<file path="config.mk">
export PLATFORM = sky130hd
export DESIGN_NAME = mux_n_rr
export DESIGN_NICKNAME = d
export VERILOG_FILES = /design/src/rtl/mux_n_rr.sv
export SDC_FILE = /design/constraint.sdc
export NUM_CORES = 1
export LEC_CHECK = 0
export ABC_AREA = 1
export ABC_CLOCK_PERIOD_IN_PS = 2300
export CAP_MARGIN = 20
export CORE_MARGIN = 2
export CORE_UTILIZATION = 40
export DETAILED_ROUTE_END_ITERATION = 8
export PLACE_DENSITY = 0.75
export SETUP_SLACK_MARGIN = 0.3
export SYNTH_ARGS = -nofsm -noshare
export SYNTH_HDL_FRONTEND = slang
export SYNTH_SLANG_ARGS = --single-unit
</file>
<file path="constraint.sdc">
create_clock -name clk -period 2.3 [get_ports clk]
set_input_delay 0.46 -clock clk [delete_from_list [all_inputs] [get_ports clk]]
set_output_delay 0.46 -clock clk [all_outputs]
set_load 0.05 [all_outputs]
</file>
<file path="src/rtl/mux_n_rr.sv">
// N-channel, W-bit registered multiplexer with valid/ready handshakes.
// Supports a fixed-select mode and a round-robin mode, both feeding one output register.
module mux_n_rr #(
  parameter int N     = 4,
  parameter int W     = 4,
  parameter int SEL_W = 2
) (
  input  logic             clk,
  input  logic             rst,
  input  logic [N*W-1:0]   in_data,
  input  logic [N-1:0]     in_valid,
  output logic [N-1:0]     in_ready,
  input  logic             mode,
  input  logic [SEL_W-1:0] sel,
  output logic [W-1:0]     y,
  output logic             y_valid,
  input  logic             y_ready,
  output logic [SEL_W-1:0] y_ch
);

  logic             load_en;
  logic             grant;
  logic [SEL_W-1:0] gnt_idx;
  logic [W-1:0]     gnt_data;
  logic [SEL_W-1:0] ptr;

  // Channel reached by stepping 'off' positions past 'base', wrapping at N.
  function automatic logic [SEL_W-1:0] rr_index(input logic [SEL_W-1:0] base, input int off);
    int s;
    s = int'(base) + off;
    if (s >= N) s = s - N;
    return SEL_W'(s);
  endfunction

  always_comb begin
    load_en = !y_valid || y_ready;
    grant   = 1'b0;
    gnt_idx = '0;
    if (!rst && load_en) begin
      if (!mode) begin
        for (int k = 0; k < N; k++) begin
          if (sel == SEL_W'(k) && in_valid[k]) begin
            grant   = 1'b1;
            gnt_idx = SEL_W'(k);
          end
        end
      end else begin
        // Scan farthest-first so the nearest requester after ptr wins.
        for (int i = N; i >= 1; i--) begin
          if (in_valid[rr_index(ptr, i)]) begin
            grant   = 1'b1;
            gnt_idx = rr_index(ptr, i);
          end
        end
      end
    end
  end

  always_comb begin
    in_ready = '0;
    gnt_data = '0;
    for (int k = 0; k < N; k++) begin
      if (grant && gnt_idx == SEL_W'(k)) begin
        in_ready[k] = 1'b1;
        gnt_data    = in_data[k*W +: W];
      end
    end
  end

  always_ff @(posedge clk) begin
    if (rst) begin
      y       <= '0;
      y_valid <= 1'b0;
      y_ch    <= '0;
      ptr     <= SEL_W'(N - 1);
    end else if (load_en) begin
      if (grant) begin
        y       <= gnt_data;
        y_ch    <= gnt_idx;
        y_valid <= 1'b1;
        ptr     <= gnt_idx;
      end else begin
        y_valid <= 1'b0;
      end
    end
  end

endmodule

</file>
[Word-level counts from Yosys, hierarchy flattened]
Index checks and enable logic that the tools add are counted.
Word-level totals
  register bits after elaboration: 9
  bits of input ports: 26
  output and inout bits: 11
Cells by class
  add/sub/neg operators: 8
  magnitude comparators: 8
  eq/ne operators: 6
  multiplexer cells: 48
  reductions and logical operators: 15
Operator list (number)
  two-way mux 2 bit: 20
  two-way mux 1 bit: 20
  two-way mux 4 bit: 4
  less-than comparator 2 x 3 -> 1 bit, second input constant: 4
  greater-or-equal comparator 3 bit, second input constant: 3
  logical AND 1 bit: 9
  binary-select mux 1 bit (select 2 bit): 4
  equality test 2 bit, second input constant: 4
  subtractor 2 x 1 -> 2 bit, second input constant: 4
  adder 2 x 2 -> 3 bit, second input constant: 2
  adder 2 x 3 -> 4 bit, second input constant: 1
  equality test 2 x 1 -> 1 bit, second input constant: 2
  greater-or-equal comparator 4 x 3 -> 1 bit, second input constant: 1
  logical NOT 2 bit: 2
  adder 2 x 1 -> 3 bit, second input constant: 1
  logical NOT 1 bit: 2
  AND reduction 2 bit: 1
  logical OR 1 bit: 1

[Depth between registers and ports, before layout]
Gate-level depths: netlist of run 1.
  word-level depth: 19
  depth in mapped cells: 16
  depth with buffers taken out: 15

[Worst setup path before layout of run 1]
OpenSTA, ideal clock, no wires.
  kind: in2out
  from: input rst
  to: output in_ready[0]
  arrival time: 2.356 ns
  required time: 1.840 ns
  slack: -0.516 ns
  stages: 10
  buffers on the path: 2
  path through: buf_2 -> inv_1 -> nand2_1 -> inv_1 -> nand2_1 -> nand2_1 -> and2_1 -> buf_4 -> inv_2 -> nor3_1
Between the ends
  word-level cells in the longest chain between the ends: 6
Ends and longest elaborated chain
  from (decl): RTL line 9  | input logic rst,
  logical NOT 1 bit *: RTL line 39  | if (!rst && load_en) begin
  logical AND 1 bit *: RTL line 39
  two-way mux 2 bit: RTL line 39
  logical NOT 2 bit: RTL line 63  | if (grant && gnt_idx == SEL_W'(k)) begin
  logical AND 1 bit *: RTL line 63
  two-way mux 1 bit *: RTL line 63
  to (decl): RTL line 12  | output logic [N-1:0] in_ready,
Mark *: on every way between the ends. The rest lies on a longest branch, timed or not.

[Worst setup path after layout of run 1]
  from: register ptr[0]
  to: output in_ready[0]
Between the ends
  word-level cells in the longest chain between the ends: 16
Ends and longest elaborated chain
  from (decl): RTL line 25  | logic [SEL_W-1:0] ptr;
  from (signal assigned): RTL line 75  | ptr <= SEL_W'(N - 1);
  from (signal assigned): RTL line 81  | ptr <= gnt_idx;
  adder 2 x 3 -> 4 bit: RTL line 30  | s = int'(base) + off;
  greater-or-equal comparator 4 x 3 -> 1 bit or subtractor 2 x 1 -> 2 bit (tied branches): RTL line 31  | if (s >= N) s = s - N;
  two-way mux 2 bit: RTL line 31
  two-way mux 2 bit: RTL line 40  | if (!mode) begin
  two-way mux 2 bit: RTL line 39
  binary-select mux 1 bit (select 2 bit): RTL line 50  | if (in_valid[rr_index(ptr, i)]) begin
  two-way mux 1 bit (implied by the code): RTL line 50
  two-way mux 2 bit (4 in a row): RTL line 50
  two-way mux 2 bit: RTL line 40
  two-way mux 2 bit: RTL line 39
  logical NOT 2 bit: RTL line 63
  logical AND 1 bit *: RTL line 63
  two-way mux 1 bit *: RTL line 63
Mark *: on every way between the ends. The rest lies on a longest branch, timed or not. The select of a mux whose other input is x is not followed.

==> out/results.ini, run 1 <==
[layout]
diodes = 0
fin_cells = 236
nets = 235
area_delta_synth_final_pct = 88.2
drive_gt1_frac = 0.428
final_cell_mix = clkdlybuf4s50_1, nand2_1, buf_4
utilization = 0.780
final_common_cell = clkdlybuf4s50_1

[timing]
fin_ws_ps = -16.1
fmax_mhz = 432
fin_skew_ps = 7.16
setup_tns_ps = -16.1
hold_viol_final = 0
worstMarginPinSlew_ps = 504
rsz0062_at_grt = yes
layout_min_cycle_time_ps = 2320
relSlewSlack = 0.663
finalMaxSlewViolations = 0
period_share = 1.01
finalSetupViolCount = 1

[power_and_ir_drop]
power_density_mw_per_mm2 = 523
ir_worst_vdd_uv = 351
p_leak_nw = 0.820

[route]
drc = 0
drt-pass1-iter-count = 4
num_vias = 1145
routedWlPerCell_um = 12.1
totalWireLength_mm = 2.85
postRouteAntennaNets = 0
drt_first_iter_violations = 32
via_per_inst = 4.85

[placed_design]
place_inst = 216
port_buffers = 36
place_ws_ps = -236
hpwl_mm = 2.06
gp_congestion = 0.824

[synth]
synthCells = 142
ys_types = 25
ys_ff_latch = 9
synth_area_um2 = 900
synth_nets = 168
post_synth.cell_area_avg_um2 = 6.34
yosys_warnings = 0
yosysSeqAreaShare = 0.200

[worst_setup_path]
crit_chain = buf_8 -> inv_8 -> nand2_2 -> nand2_1 -> and2_1 -> nor2_2 -> nand2_4 -> nand2_1 -> nor2_2 -> nor2_4 -> nor3_4 -> buf_12
start_kind = register
crit_required_ps = 1840
endpoint_kind = primary output
cpMaxStageDelayCell = dfxtp_2
crit_family = simple AND/OR/NAND/NOR gates
worstPathMaxFanout = 8
cp.arrival_ps = 1860
path_buf_inv = 3
timing.critical_path.slowest_cell_delay_ps = 320
worstSetupPathType = register to primary output

[die]
start_util = 0.415
dieArea_mm2 = 0.00264
fp.coreArea_mm2 = 0.00217
ios = 37
dieHeight_um = 51.4
die_x_um = 51.4
fp-row-count = 17

[global_route]
grt_pass1_vias = 1119
antenna_found_initial = 0
grt_max_degree = 11
grt_pass1_wl_mm = 4.55
overflow = 0
grt.total_usage = 0.225

[cts]
cts_hold_buf = 0
clock-sinks = 9
clock_latency_ps = 270
cts_tree = yes
htreeDepth = 1
cts_root_buffer = clkbuf_4
cts_buffers = 3
clkTransAtPathRegs_ps = 60
clock_path_buffers = 2

[worst_hold_path]
min-delay-path-class = register to register

[status]
violations = negative setup slack
status = complete, but fails checks

[job]
cap_violations = 0

-- Yosys cell counts (all sizes together) --
cell / instances / area, µm²
o31ai: 1 / 7.51
a21oi: 4 / 20.0
and2: 2 / 12.5
nand4: 12 / 81.3
nand2: 46 / 235
nor2: 20 / 85.1
nor3: 1 / 5.00
buf: 5 / 50.0
inv: 21 / 86.3
clkinv: 1 / 8.76
nand3: 18 / 113
dfxtp: 9 / 180
o211ai: 2 / 15.0
-- layout make-up --
| type | count | area, µm² |
|---|---|---|
| fill | 175 | 477 |
| inverter | 22 | 97.6 |
| multi-input combinational | 106 | 674 |
| timing repair buffer | 67 | 673 |
| tap | 28 | 35.0 |
| sequential | 9 | 186 |
| clock buffer | 4 | 26.3 |
-- what timing repair did --
item | 4_1_cts | 5_1_grt
pin swaps | 14 | 10
resized for setup | 16 | 27
buffers inserted | 16 | 0
endpoints found under the setup margin | 8 | 9
-- stage by stage --
stage / total power (W) / hold WS [ps] / area, µm²
after global routing: 0.000938 / 518 / 1690
after detailed placement: 0.000690 / 457 / 1440
after floorplan: 0.000517 / 575 / 943
after CTS: 0.000849 / 465 / 1590
after global placement: 0.000679 / 448 / 1440
final: 0.000886 / 481 / 1690
-- tightest hold or removal path: cells and delay by family (launching register included) --
family	cells	cell delay, ps
simple gates	1	70
flops	1	310
compound gates	1	50
-- report_power, final --
group / internal (W) / switching [W]
logic: 0.000253 / 0.000319
registers: 0.000177 / 0.0000133
clock network: 0.0000670 / 0.0000570
-- layer usage --
layer | share of wire | vias up | GRT usage | wire, µm
li1 | - | 593 | - | -
met1 | 0.42 | 507 | 0.258 | 1190
met2 | 0.54 | 42 | 0.427 | 1540
met3 | 0.030 | 3 | 0.00585 | 86
met4 | 0.0088 | 0 | 0.0965 | 25
met5 | 0 | - | 0 | 0
-- worst paths after layout --
| kind | from | to | slack [ps] | cells past startpoint |
|---|---|---|---|---|
| worst max-delay path | ptr[0] | in_ready[0] | -20 | 12 |
| worst min-delay path | y_ch[0] | y_ch[0] | 480 | 2 |
| worst max register to register | ptr[0] | y[0] | 340 | 16 |
| worst min register to register | y_ch[0] | y_ch[0] | 480 | 2 |
-- flip-flops by register name, indices dropped and copies added, names as in the netlist --
name and count:
y 4, ptr 2, y_ch 2, y_valid 1
-- logic make-up (layout without fill, tap and decap cells) --
kind of cell    Yosys count  after routing  synth area share
compound gates            7              7            0.0473
buf+inv                  27             93             0.161
flops                     9              9             0.200
simple gates             99             99             0.591
No activity file was read; power rests on OpenSTA's default activity.
==> run 2: changes to the inputs <==
--- a/config.mk
+++ b/config.mk
@@ -11,7 +11,7 @@
 export CORE_MARGIN = 2
 export CORE_UTILIZATION = 40
 export DETAILED_ROUTE_END_ITERATION = 8
-export PLACE_DENSITY = 0.75
+export DONT_BUFFER_PORTS = 1
 export SETUP_SLACK_MARGIN = 0.3
 export SYNTH_ARGS = -nofsm -noshare
 export SYNTH_HDL_FRONTEND = slang
==> run 2 against run 1 <==
  * The run now ends clean
  * Sequential power increased by 28%
  * Clock skew is 2.5 ps lower
  * Worst hold slack lost 210 ps
  * Clock power fell by 8%
  * Die area unchanged
  * Setup slack improved by 24 ps
  * Combinational power down 31%
  * Power decreased by 15%
  * Sequential cell count is the same
  * Global-route usage fell by 3.4 points
  * Register-to-register slack improved by 110 ps
  * Largest power group unchanged
==> out/results.ini, run 2 (same netlist as run 1, synthesis figures left out) <==
[layout]
largest_register = y
nets = 185  ; -21%
final_common_cell = nand2_1
final_cell_mix = nand2_1, nand2_2, inv_1, nor2_1, buf_4
fin_cells = 186  ; -21%
drive_gt1_frac = 0.424  ; -0.00383
largest_reg_flops = 4  ; unchanged
diodes = 0  ; unchanged
reg_top3 = y x4, ptr x2, y_ch x2
area_delta_synth_final_pct = 31.2
nFillCells = 212  ; +21%
utilization = 0.544  ; -0.236
stdcell_area_mm2 = 0.00118  ; -30%

[placed_design]
hpwl_mm = 1.70  ; -18%
place_inst = 170  ; -21%
gp_congestion = 0.812  ; -1.5%
placed_area_um2 = 985  ; -31%
port_buffers = 0  ; -100%

[power_and_ir_drop]
p_sw_frac = 0.468  ; +0.0291
power.share.sequential = 0.323  ; +0.109
power_density_mw_per_mm2 = 638  ; +22%
p_int_w = 0.000401  ; -19%
p_sw_w = 0.000353  ; -9.4%
ir_worst_vdd_uv = 333  ; -5.0%
p_total_w = 0.000753  ; -15%
comb_power_share = 0.526  ; -0.120
p_clk_frac = 0.151  ; +0.011
p_leak_nw = 0.584  ; -29%

[global_route]
grt_use_met2 = 0.301  ; -0.126
busiest_layer = met2
overflow = 0  ; unchanged
grtUsageMet3 = 0.0322  ; +0.0263
grt_pass1_wl_mm = 3.89  ; -14%
grt_max_degree = 11  ; unchanged
antenna_found_initial = 0  ; unchanged
met1_usage = 0.259  ; +0.00138
grt_pass1_vias = 918  ; -18%
grt.total_usage = 0.190  ; -0.0343

[route]
postRouteAntennaNets = 0  ; unchanged
num_vias = 957  ; -16%
drt_first_iter_violations = 35  ; +9.4%
drc = 0  ; unchanged
routedWlPerCell_um = 12.4  ; +3.0%
totalWireLength_mm = 2.31  ; -19%
drt-pass1-iter-count = 4  ; unchanged
via_per_inst = 5.15  ; +6.0%

[worst_hold_path]
min-delay-path-class = input port to register
min_from = rst

[die]
start_util = 0.415  ; unchanged
ios = 37  ; unchanged
dieHeight_um = 51.4  ; unchanged
dieArea_mm2 = 0.00264  ; unchanged
fp.coreArea_mm2 = 0.00217  ; unchanged
die_x_um = 51.4  ; unchanged
fp-row-count = 17  ; unchanged

[timing]
worstMarginPinSlew_ps = 515  ; +10.5 ps
relSlewSlack = 0.656  ; -0.00644
finalSetupViolCount = 0  ; -1
rsz0062_at_grt = yes
finalMaxSlewViolations = 0  ; unchanged
whs_ps = 272  ; -209 ps
fin_skew_ps = 4.64  ; -2.53 ps
layout_min_cycle_time_ps = 2290  ; -24.4 ps
fmax_mhz = 436  ; +1.1%
period_share = 0.996  ; -0.0106
hold_viol_final = 0  ; unchanged

[worst_setup_path]
worstPathMaxFanout = 8  ; unchanged
startpoint = ptr[0]
rr_startpoint = ptr[1]
crit_required_ps = 1840  ; about the same
cp.arrival_ps = 1830  ; -30 ps
worstSetupPathType = register to primary output
start_kind = register
endpoint_kind = primary output

[cts]
cts_buffers = 3  ; unchanged
clock_latency_ps = 250  ; -20 ps
clkTransAtPathRegs_ps = 60  ; about the same
cts_tree = yes
clock-sinks = 9  ; unchanged
cts_root_buffer = clkbuf_4
clock_path_buffers = 2  ; unchanged
htreeDepth = 1  ; unchanged

[job]
cap_violations = 0  ; unchanged

[status]
status = finished, final reports clean

run 2: power by group through the flow:
stage | combinational [W] | clock, W | sequential (W)
after floorplan | 0.000276 | 0 | 0.000241
after global placement | 0.000314 | 0 | 0.000245
after detailed placement | 0.000319 | 0 | 0.000246
after CTS | 0.000374 | 0.000118 | 0.000243
after global routing | 0.000434 | 0.000134 | 0.000245
final | 0.000396 | 0.000114 | 0.000243
run 2: what timing repair did:
item | 4_1_cts | 5_1_grt
hold buffers | 0 | 0
gates cloned | 0 | 0
endpoints found under the setup margin | 8 | 8
pin swaps | 10 | 6
buffers inserted | 11 | 1
gates resized for setup | 9 | 8
endpoints found under the hold margin | 0 | 0
run 2: final timing paths:
path	endpoint	slack [ps]	cells after the start
setup / recovery	in_ready[0]	8	11
hold / removal	y_ch[1]	270	1
hold reg to reg	y_valid	510	2
setup reg to reg	y[3]	450	16
run 2: critical path, stage by stage, from the launching register on:
cell	delay [ps]
dfxtp_4	380
inv_8	100
nand2_2	60
nand2_1	120
and2_1	220
nor2_4	50
nand2_4	60
nand2_1	60
nor2_2	140
nor2_4	80
nor3_4	150
buf_12	160
run 2: layout make-up:
type                       instances  area, µm²  area share
timing repair buffer              17        165       0.140
clock buffer                       4       26.3      0.0223
inverter                          22       95.1      0.0806
sequential                         9        189       0.160
tap                               28       35.0      0.0297
multi-input combinational        106        669       0.567
run 2: layer usage:
| layer | wire length, µm | vias to the layer above |
|---|---|---|
| li1 | - | 488 |
| met4 | 40 | 0 |
| met1 | 1040 | 433 |
| met2 | 1070 | 32 |
| met5 | 0 | - |
| met3 | 155 | 4 |
run 2: stage by stage:
stage	worst slack, ps	setup TNS, ps
after floorplan	195	0
after global placement	102	0
after detailed placement	73.8	0
after CTS	79.1	0
after global routing	-98.0	-308
final	8.34	0
